File: src/rtl/pmon_eu_agent.sv
// pmon_eu_agent: execution-unit endpoint of the performance monitor.
// Decodes the 24-bit control-unit command stream, maintains N_CNT saturating
// event counters and answers READ commands with one byte-wide AXI-Stream packet
// {EU_ID, arg, counter MSB byte .. LSB byte}.
//
// Handshake semantics (both streams): a transfer happens on a rising clk_i edge
// where tvalid & tready are both high. The command side raises s_cmd_tready only
// in IDLE. The response side drives registered tdata/tvalid/tlast, never looks at
// m_rsp_tready to decide tvalid, and holds tdata/tlast stable until accepted.
module pmon_eu_agent #(
  parameter int              AXIS_DIN_W = 8,
  parameter int              CMD_W      = 24,
  parameter int              ID_W       = 8,
  parameter logic [ID_W-1:0] EU_ID      = 8'd1,
  parameter logic [ID_W-1:0] BCAST_ID   = 8'hFF,
  parameter int              N_CNT      = 4,
  parameter int              CNT_W      = 32
) (
  input  logic                  clk_i,
  input  logic                  reset_i,
  input  logic [N_CNT-1:0]      event_i,
  input  logic [CMD_W-1:0]      s_cmd_tdata,
  input  logic                  s_cmd_tvalid,
  output logic                  s_cmd_tready,
  output logic [AXIS_DIN_W-1:0] m_rsp_tdata,
  output logic                  m_rsp_tvalid,
  input  logic                  m_rsp_tready,
  output logic                  m_rsp_tlast,
  output logic                  dbg_state_o
);

  // Command field layout: {dest_id, opcode, arg}
  localparam int OP_W  = 8;
  localparam int ARG_W = CMD_W - ID_W - OP_W;

  // Packet geometry: header (EU_ID, arg) followed by the counter bytes
  localparam int NDB   = CNT_W / AXIS_DIN_W;
  localparam int NB    = 2 + NDB;
  localparam int IDX_W = $clog2(NB);
  localparam logic [IDX_W-1:0] LAST_IDX = IDX_W'(NB - 1);

  localparam logic [OP_W-1:0] OP_START = 8'h01;
  localparam logic [OP_W-1:0] OP_STOP  = 8'h02;
  localparam logic [OP_W-1:0] OP_CLEAR = 8'h03;
  localparam logic [OP_W-1:0] OP_READ  = 8'h04;

  typedef enum logic {
    IDLE = 1'b0,
    SEND = 1'b1
  } state_t;

  state_t                  state_q, state_d;
  logic                    en_q, en_d;
  logic [CNT_W-1:0]        cnt_q [N_CNT];
  logic [CNT_W-1:0]        cnt_d [N_CNT];
  logic [CNT_W-1:0]        snap_q, snap_d;
  logic [ARG_W-1:0]        arg_q, arg_d;
  logic [IDX_W-1:0]        idx_q, idx_d;
  logic [AXIS_DIN_W-1:0]   tdata_q, tdata_d;
  logic                    tvalid_q, tvalid_d;
  logic                    tlast_q, tlast_d;

  logic [ID_W-1:0]         cmd_dest;
  logic [OP_W-1:0]         cmd_op;
  logic [ARG_W-1:0]        cmd_arg;
  logic                    cmd_fire;
  logic                    addr_hit;
  logic                    is_bcast;
  logic                    do_start;
  logic                    do_stop;
  logic                    do_clear;
  logic                    do_read;
  logic                    rsp_fire;
  logic [CNT_W-1:0]        sel_cnt;

  assign cmd_dest = s_cmd_tdata[CMD_W-1 -: ID_W];
  assign cmd_op   = s_cmd_tdata[CMD_W-ID_W-1 -: OP_W];
  assign cmd_arg  = s_cmd_tdata[ARG_W-1:0];

  // Commands are only taken while idle; reset forces tready low immediately.
  assign s_cmd_tready = (state_q == IDLE) && !reset_i;
  assign cmd_fire     = s_cmd_tvalid && s_cmd_tready;

  // Every dest_id is accepted, but only our own ID or broadcast has an effect.
  assign is_bcast = (cmd_dest == BCAST_ID);
  assign addr_hit = (cmd_dest == EU_ID) || is_bcast;
  assign do_start = cmd_fire && addr_hit && (cmd_op == OP_START);
  assign do_stop  = cmd_fire && addr_hit && (cmd_op == OP_STOP);
  assign do_clear = cmd_fire && addr_hit && (cmd_op == OP_CLEAR);
  // Broadcast READs are dropped so that several EUs never answer at once.
  assign do_read  = cmd_fire && addr_hit && !is_bcast && (cmd_op == OP_READ);

  assign rsp_fire = tvalid_q && m_rsp_tready;

  // Snapshot source: selected counter, or all ones for an index past N_CNT-1.
  always_comb begin
    sel_cnt = {CNT_W{1'b1}};
    for (int k = 0; k < N_CNT; k++) begin
      if (cmd_arg == ARG_W'(k)) begin
        sel_cnt = cnt_q[k];
      end
    end
  end

  // Counter and enable update: CLEAR beats a same-cycle event, counting uses the
  // enable value that was current before this cycle's command, counters saturate.
  always_comb begin
    for (int k = 0; k < N_CNT; k++) begin
      cnt_d[k] = cnt_q[k];
      if (do_clear) begin
        cnt_d[k] = '0;
      end else if (en_q && event_i[k] && (cnt_q[k] != {CNT_W{1'b1}})) begin
        cnt_d[k] = cnt_q[k] + CNT_W'(1);
      end
    end
    en_d = en_q;
    if (do_start) begin
      en_d = 1'b1;
    end else if (do_stop) begin
      en_d = 1'b0;
    end
  end

  // Response FSM: next state plus the registered stream outputs for next cycle.
  always_comb begin
    state_d  = state_q;
    snap_d   = snap_q;
    arg_d    = arg_q;
    idx_d    = idx_q;
    tdata_d  = tdata_q;
    tvalid_d = tvalid_q;
    tlast_d  = tlast_q;
    case (state_q)
      IDLE: begin
        if (do_read) begin
          state_d  = SEND;
          snap_d   = sel_cnt;
          arg_d    = cmd_arg;
          idx_d    = '0;
          tdata_d  = AXIS_DIN_W'(EU_ID);
          tvalid_d = 1'b1;
          tlast_d  = 1'b0;
        end
      end
      SEND: begin
        if (rsp_fire) begin
          if (tlast_q) begin
            state_d  = IDLE;
            tvalid_d = 1'b0;
            tlast_d  = 1'b0;
            tdata_d  = '0;
          end else begin
            idx_d   = idx_q + IDX_W'(1);
            tlast_d = (idx_d == LAST_IDX);
            if (idx_q == '0) begin
              tdata_d = AXIS_DIN_W'(arg_q);
            end else begin
              // Counter bytes leave MSB first; the shift exposes the next one.
              tdata_d = snap_q[CNT_W-1 -: AXIS_DIN_W];
              snap_d  = snap_q << AXIS_DIN_W;
            end
          end
        end
      end
      default: begin
        state_d  = IDLE;
        tvalid_d = 1'b0;
        tlast_d  = 1'b0;
        tdata_d  = '0;
      end
    endcase
  end

  // State and counter registers with synchronous reset.
  always_ff @(posedge clk_i) begin
    if (reset_i) begin
      state_q  <= IDLE;
      en_q     <= 1'b0;
      snap_q   <= '0;
      arg_q    <= '0;
      idx_q    <= '0;
      tdata_q  <= '0;
      tvalid_q <= 1'b0;
      tlast_q  <= 1'b0;
      for (int k = 0; k < N_CNT; k++) begin
        cnt_q[k] <= '0;
      end
    end else begin
      state_q  <= state_d;
      en_q     <= en_d;
      snap_q   <= snap_d;
      arg_q    <= arg_d;
      idx_q    <= idx_d;
      tdata_q  <= tdata_d;
      tvalid_q <= tvalid_d;
      tlast_q  <= tlast_d;
      for (int k = 0; k < N_CNT; k++) begin
        cnt_q[k] <= cnt_d[k];
      end
    end
  end

  assign m_rsp_tdata  = tdata_q;
  assign m_rsp_tvalid = tvalid_q;
  assign m_rsp_tlast  = tlast_q;
  assign dbg_state_o  = state_q;

endmodule
File: config.mk
export PLATFORM = sky130hd
export DESIGN_NAME = pmon_eu_agent
export DESIGN_NICKNAME = d
export VERILOG_FILES = /design/src/rtl/pmon_eu_agent.sv
export SDC_FILE = /design/constraint.sdc
export NUM_CORES = 1
export LEC_CHECK = 0
export ABC_AREA = 0
export CAP_MARGIN = 20
export CORE_UTILIZATION = 25
export CTS_BUF_LIST = sky130_fd_sc_hd__clkbuf_8
export CTS_CLUSTER_DIAMETER = 60
export DETAILED_ROUTE_END_ITERATION = 16
export SETUP_SLACK_MARGIN = 0.4
export SLEW_MARGIN = 20
export SYNTH_ARGS = -nofsm -noshare
export SYNTH_HDL_FRONTEND = slang
export SYNTH_SLANG_ARGS = --single-unit
File: constraint.sdc
create_clock -name clk_i -period 2.6 [get_ports clk_i]
set_input_delay 0.39 -clock clk_i [delete_from_list [all_inputs] [get_ports clk_i]]
set_output_delay 0.39 -clock clk_i [all_outputs]
set_load 0.01 [all_outputs]
## Yosys cells after proc, flatten, opt, wreduce, memory -nomap -nowiden

Memory sizes are Yosys's and may differ from the RTL's.
Cells that the tools add are included.
W data, S select, Z words.

| word-level totals | value |
|---|---|
| register bits | 55 |
| RAM bits | 128 |
| input port bits | 32 |
| output and inout bits | 12 |
| logic and storage cells | 113 |
| memories | 1 |

Memory list:

| name | depth | bits a word | read ports | clocked after Yosys merged registers in | wr ports | line | source |
|---|---|---|---|---|---|---|---|
| cnt_q | 4 | 32 | 4 | 0 | 4 | 54 | `logic [CNT_W-1:0] cnt_q [N_CNT];` |

| cells by class | value |
|---|---|
| add/sub/neg operators | 5 |
| eq/ne operators | 19 |
| mux-type cells | 47 |
| bitwise logic cells | 5 |
| reductions and logical operators | 28 |

Operators with widths:

| cell | number |
|---|---|
| $mux W32 | 20 |
| $add A32 B1 Y32 const B | 4 |
| $ne A32 B32 Y1 const B | 4 |
| $pmux W32 S2 | 1 |
| $eq A8 B2 Y1 const B | 4 |
| $mux W8 | 4 |
| $eq A8 B1 Y1 const B | 3 |
| $logic_and A1 B1 Y1 | 17 |
| $pmux W8 S2 | 1 |
| $mux W1 | 14 |
| $mux W3 | 3 |
| $eq A8 B3 Y1 const B | 1 |
| $eq A8 B8 Y1 const B | 1 |
| $logic_not A8 Y1 | 1 |
| $ne A2 B2 Y1 const B | 3 |
| $pmux W1 S2 | 3 |
| $pmux W3 S2 | 1 |
| $reduce_and A3 Y1 | 2 |
| $ne A2 B1 Y1 const B | 2 |
| $or A1 B1 Y1 | 4 |
| $reduce_and A2 Y1 | 2 |
| $reduce_and A4 Y1 | 1 |
| $add A3 B1 Y3 const B | 1 |
| $eq A3 B3 Y1 const B | 1 |
| 5 further kinds | 6 |

## Logic depth before layout (Yosys ltp)

| logic depth | value |
|---|---|
| word-level depth | 8 |
| depth in mapped cells | 9 |
| gate-level depth less buffers | 7 |

## Worst setup path after synthesis

Ideal clock, no wire load.

| timing path | value |
|---|---|
| path type | input -> register |
| from | input s_cmd_tdata[2] |
| to | register snap_q[14] |
| data arrival time | 2.092 ns |
| data required time | 2.479 ns |
| path slack | 0.387 ns |
| cell stages on the path | 7 |
| path buffers | 2 |
| cell sequence | or4_1 or4_1 buf_2 buf_4 nor2_1 nor3_1 mux2_4 |

| on the way | value |
|---|---|
| cells in the longest elaborated chain, start to end | 7 |
| elaborated cells between the ends (all ways) | 10 |
| classes of those cells | 3 x eq/ne; 6 x mux; 1 x reduce/logical |

RTL lines:

| item | line | source |
|---|---|---|
| start, declared | 22 | `input logic [CMD_W-1:0] s_cmd_tdata,` |
| $logic_not A8 Y1 | 99 | `if (cmd_arg == ARG_W'(k)) begin` |
| $mux W32 (3 in series) | 99 |  |
| $mux W32 (*) | 99 |  |
| $mux W32 (*) | 135 | `if (do_read) begin` |
| $pmux W32 S2 (*) | 133 | `case (state_q)` |
| end signal, assigned | 191 | `snap_q <= snap_d;` |
| end, declared | 56 | `logic [CNT_W-1:0] snap_q, snap_d;` |

Mark *: on every way between the ends. The rest lies on a longest branch, timed or not. The select of a mux whose other input is x is not followed.
A chain may end at the register's enable or synchronous reset.

## Worst setup path in the final report

| timing path | value |
|---|---|
| from | input s_cmd_tdata[2] |
| to | register snap_q[24] |

The elaborated chain is that of the path after synthesis.

==> reports/qor.yml <==
outcome:
  status: "completed"
sta:
  rsz0062_at_grt: "true"
  relSlewSlack_pct: 54.8
  clock_skew_ps: 10.7
  tightest_slew_ps: 672
  final_max_slew_viol_count: 0
  setup_violations: 0
  fin_ws_ps: 412
  max_freq_ghz: 0.457
  period_share_pct: 84.1
  finalHoldViolCount: 0
  min_period_ps: 2190
global_route:
  grt_use_total_pct: 14.4
  antenna_found_initial: 0
  grt_pass1_wl_um: 47200
  grt_pass1_vias: 8480
  gr-total-overflow: 0
  grt_max_degree: 41
floorplanning:
  floorplan.initialDensity_pct: 25.3
  core_mm2: 0.0397
  die_h_um: 202
  rows: 73
  ios: 44
  dieArea_mm2: 0.0410
  die_x_um: 202
logic_synthesis:
  synth_mux_area_share_pct: 11.1
  syn_avg_cell_area_um2: 8.60
  synth_flop_cell: "dfxtp_1"
  netlist_area_mm2: 0.0100
  synthesis.nets: 1207
  synth_top_family_by_area: "simple AND/OR/NAND/NOR gates"
  yosys_warnings: 0
  synth_seq_cells: 183
  syn_inst: 1169
  async_flop_share_pct: 0
  yosysSeqAreaShare_pct: 36.5
  synth_xor_area_share_pct: 4.18
  synth_compound_area_share_pct: 16.5
  synth-edff-count: 0
  synth_cell_types: 68
  synthSimpleGateAreaFrac_pct: 26.4
  synthAdderAreaFrac_pct: 0.747
worst_setup_path:
  crit_buf_inv: 2
  end_kind: "flop"
  critical_path.max_fanout: 19
  cpPeakStageDelay_ps: 560
  crit_family: "simple AND/OR/NAND/NOR gates"
  cp_slowest_cell: "or4_4"
  critPathArrivalTime_ps: 2550
  start_kind: "input port"
  critPathKind: "input port to flop"
  path_cells: "clkdlybuf4s50_1, or4_4, or4_1, buf_4, nor2_1, nor3_1, mux2_4"
  worstPathRequired_ps: 2970
clocking:
  root_buffer: "clkbuf_8"
  clkSinkCount: 183
  clkTransAtPathRegs_ps: 100
  cts_tree: "yes"
  clkLatencyLatePin_ps: 480
  postCtsHoldBufs: 0
  clk_path_buf_depth: 2
  cts_buffers: 17
  ctsHtreeMaxLevel: 4
cells_and_area:
  mostFrequentLayoutCell: "dfxtp_1"
  area_growth_syn_to_layout_pct: 22.8
  n_antenna_cell: 0
  fin_util_pct: 31.1
  seqCellArea_mm2: 0.00369
  multi_input_area_mm2: 0.00618
  final_nets: 1274
  fillCellCount: 4128
  layout_common_cells: "dfxtp_1 (160), nor2_1 (109), a21oi_1 (80)"
  drive_gt1_share_pct: 19.9
detailed_routing:
  routed_wl_um: 31300
  drc: 0
  num_vias: 9422
  postRouteAntennaNets: 0
  drt_iter0_drc: 746
  vias_per_cell: 5.31
  firstDrtPassIters: 8
  routedWlPerCell_um: 17.6
min_path:
  min_path_type: "input port to flop"
power:
  power_density_mw_per_mm2: 427
  peakVddDrop_v: 0.000245
  p_leak_uw: 0.00400
placed_design:
  io_buffers: 43
  hpwl_um: 21600
  pre_cts_ws_ps: -111
  gp_congestion: 0.952
flow_run:
  maxCapViolCount: 0
## power by group
part	switching, uW	total [uW]	internal [uW]
combinational	156	308	151
clock	1070	2160	1090
sequential	0.0101	2800	2800
total	1230	5270	4040
## sequential cells by signal (all words and copies together), names as in the netlist
name / count
arg_q: 8
m_rsp_tvalid: 1
cnt_q: 128
en_q: 1
snap_q: 32
dbg_state_o: 1
m_rsp_tdata: 8
idx_q: 3
m_rsp_tlast: 1
## metrics by stage
stage | cells | area, um2 | hold slack, ps | total power (uW) | TNS, ps
2_1_floorplan | 1169 | 10100 | 447 | 3000 | 0
3_3_place_gp | 1716 | 11300 | 468 | 3100 | -9590
3_5_place_dp | 1716 | 11300 | 468 | 3110 | -11340
4_1_cts | 1750 | 11800 | 378 | 5250 | 0
5_1_grt | 1774 | 12300 | 406 | 5430 | 0
6_report | 1774 | 12300 | 411 | 5270 | 0
## worst register-to-register path, stage by stage, from the launching register on
cell and delay [ps]:
dfxtp_2 370, ha_1 240, and3_2 260, and4_4 230
a311o_2 400, or4_1 410, a21oi_1 160
## cell type report
type,instances,area share (%)
multi-input cells,892,50.1
flip-flops and latches,183,29.9
repair buffers,123,10.5
well taps,525,5.32
clock buffers,19,2.12
clock inverters,13,1.45
inverters,19,0.578
## synthesized netlist by cell type (30+ instances only)
master	count	area share (%)
mux2_2	30	3.4
nor2_1	111	4.1
nand4_1	35	2.2
clkbuf_1	43	1.6
nand3_1	51	2.5
or3_1	43	2.7
nand2_1	64	2.4
xnor2_1	39	3.4
nor3_1	38	1.9
a21oi_1	80	4.0
o21ai_0	66	3.3
dfxtp_1	183	36
## logic make-up (layout without fill, tap and decap cells)
| family | Yosys count | count (layout) |
|---|---|---|
| muxes | 84 | 84 |
| buffers and inverters | 99 | 174 |
| and+or+nand+nor | 484 | 487 |
| AOI/OAI and AO/OA | 265 | 267 |
| adders and majority gates | 6 | 6 |
| DFF | 183 | 183 |
| xor gates and xnor gates | 48 | 48 |
## path summary, 6_finish.rpt
check	start	endpoint	slack, ps	cells after the start
min reg2reg	snap_q[6]$_SDFFE_PP0P_	snap_q[6]$_SDFFE_PP0P_	480	2
max	s_cmd_tdata[2]	snap_q[24]$_SDFFE_PP0P_	410	7
min	reset_i	m_rsp_tvalid$_SDFFE_PP0P_	410	3
max reg2reg	cnt_q[0][0]$_SDFFE_PP0P_	cnt_q[0][15]$_SDFFE_PP0P_	470	6
## layer usage
metal  GRT usage (%)  share of wire (%)
met5               0                  0
met4            5.85                3.1
met3            1.96                5.5
met2            22.7                 46
met1            19.7                 45
## repair_timing
| action | 4_1_cts | 5_1_grt |
|---|---|---|
| endpoints found under the hold margin | 0 | 0 |
| resized for setup | 18 | 64 |
| pin swaps | 1 | 14 |
| endpoints found under the setup margin | 35 | 145 |
| cloned | 2 | 15 |
| setup buffers | 0 | 9 |
No activity file was read; power rests on OpenSTA's default activity.
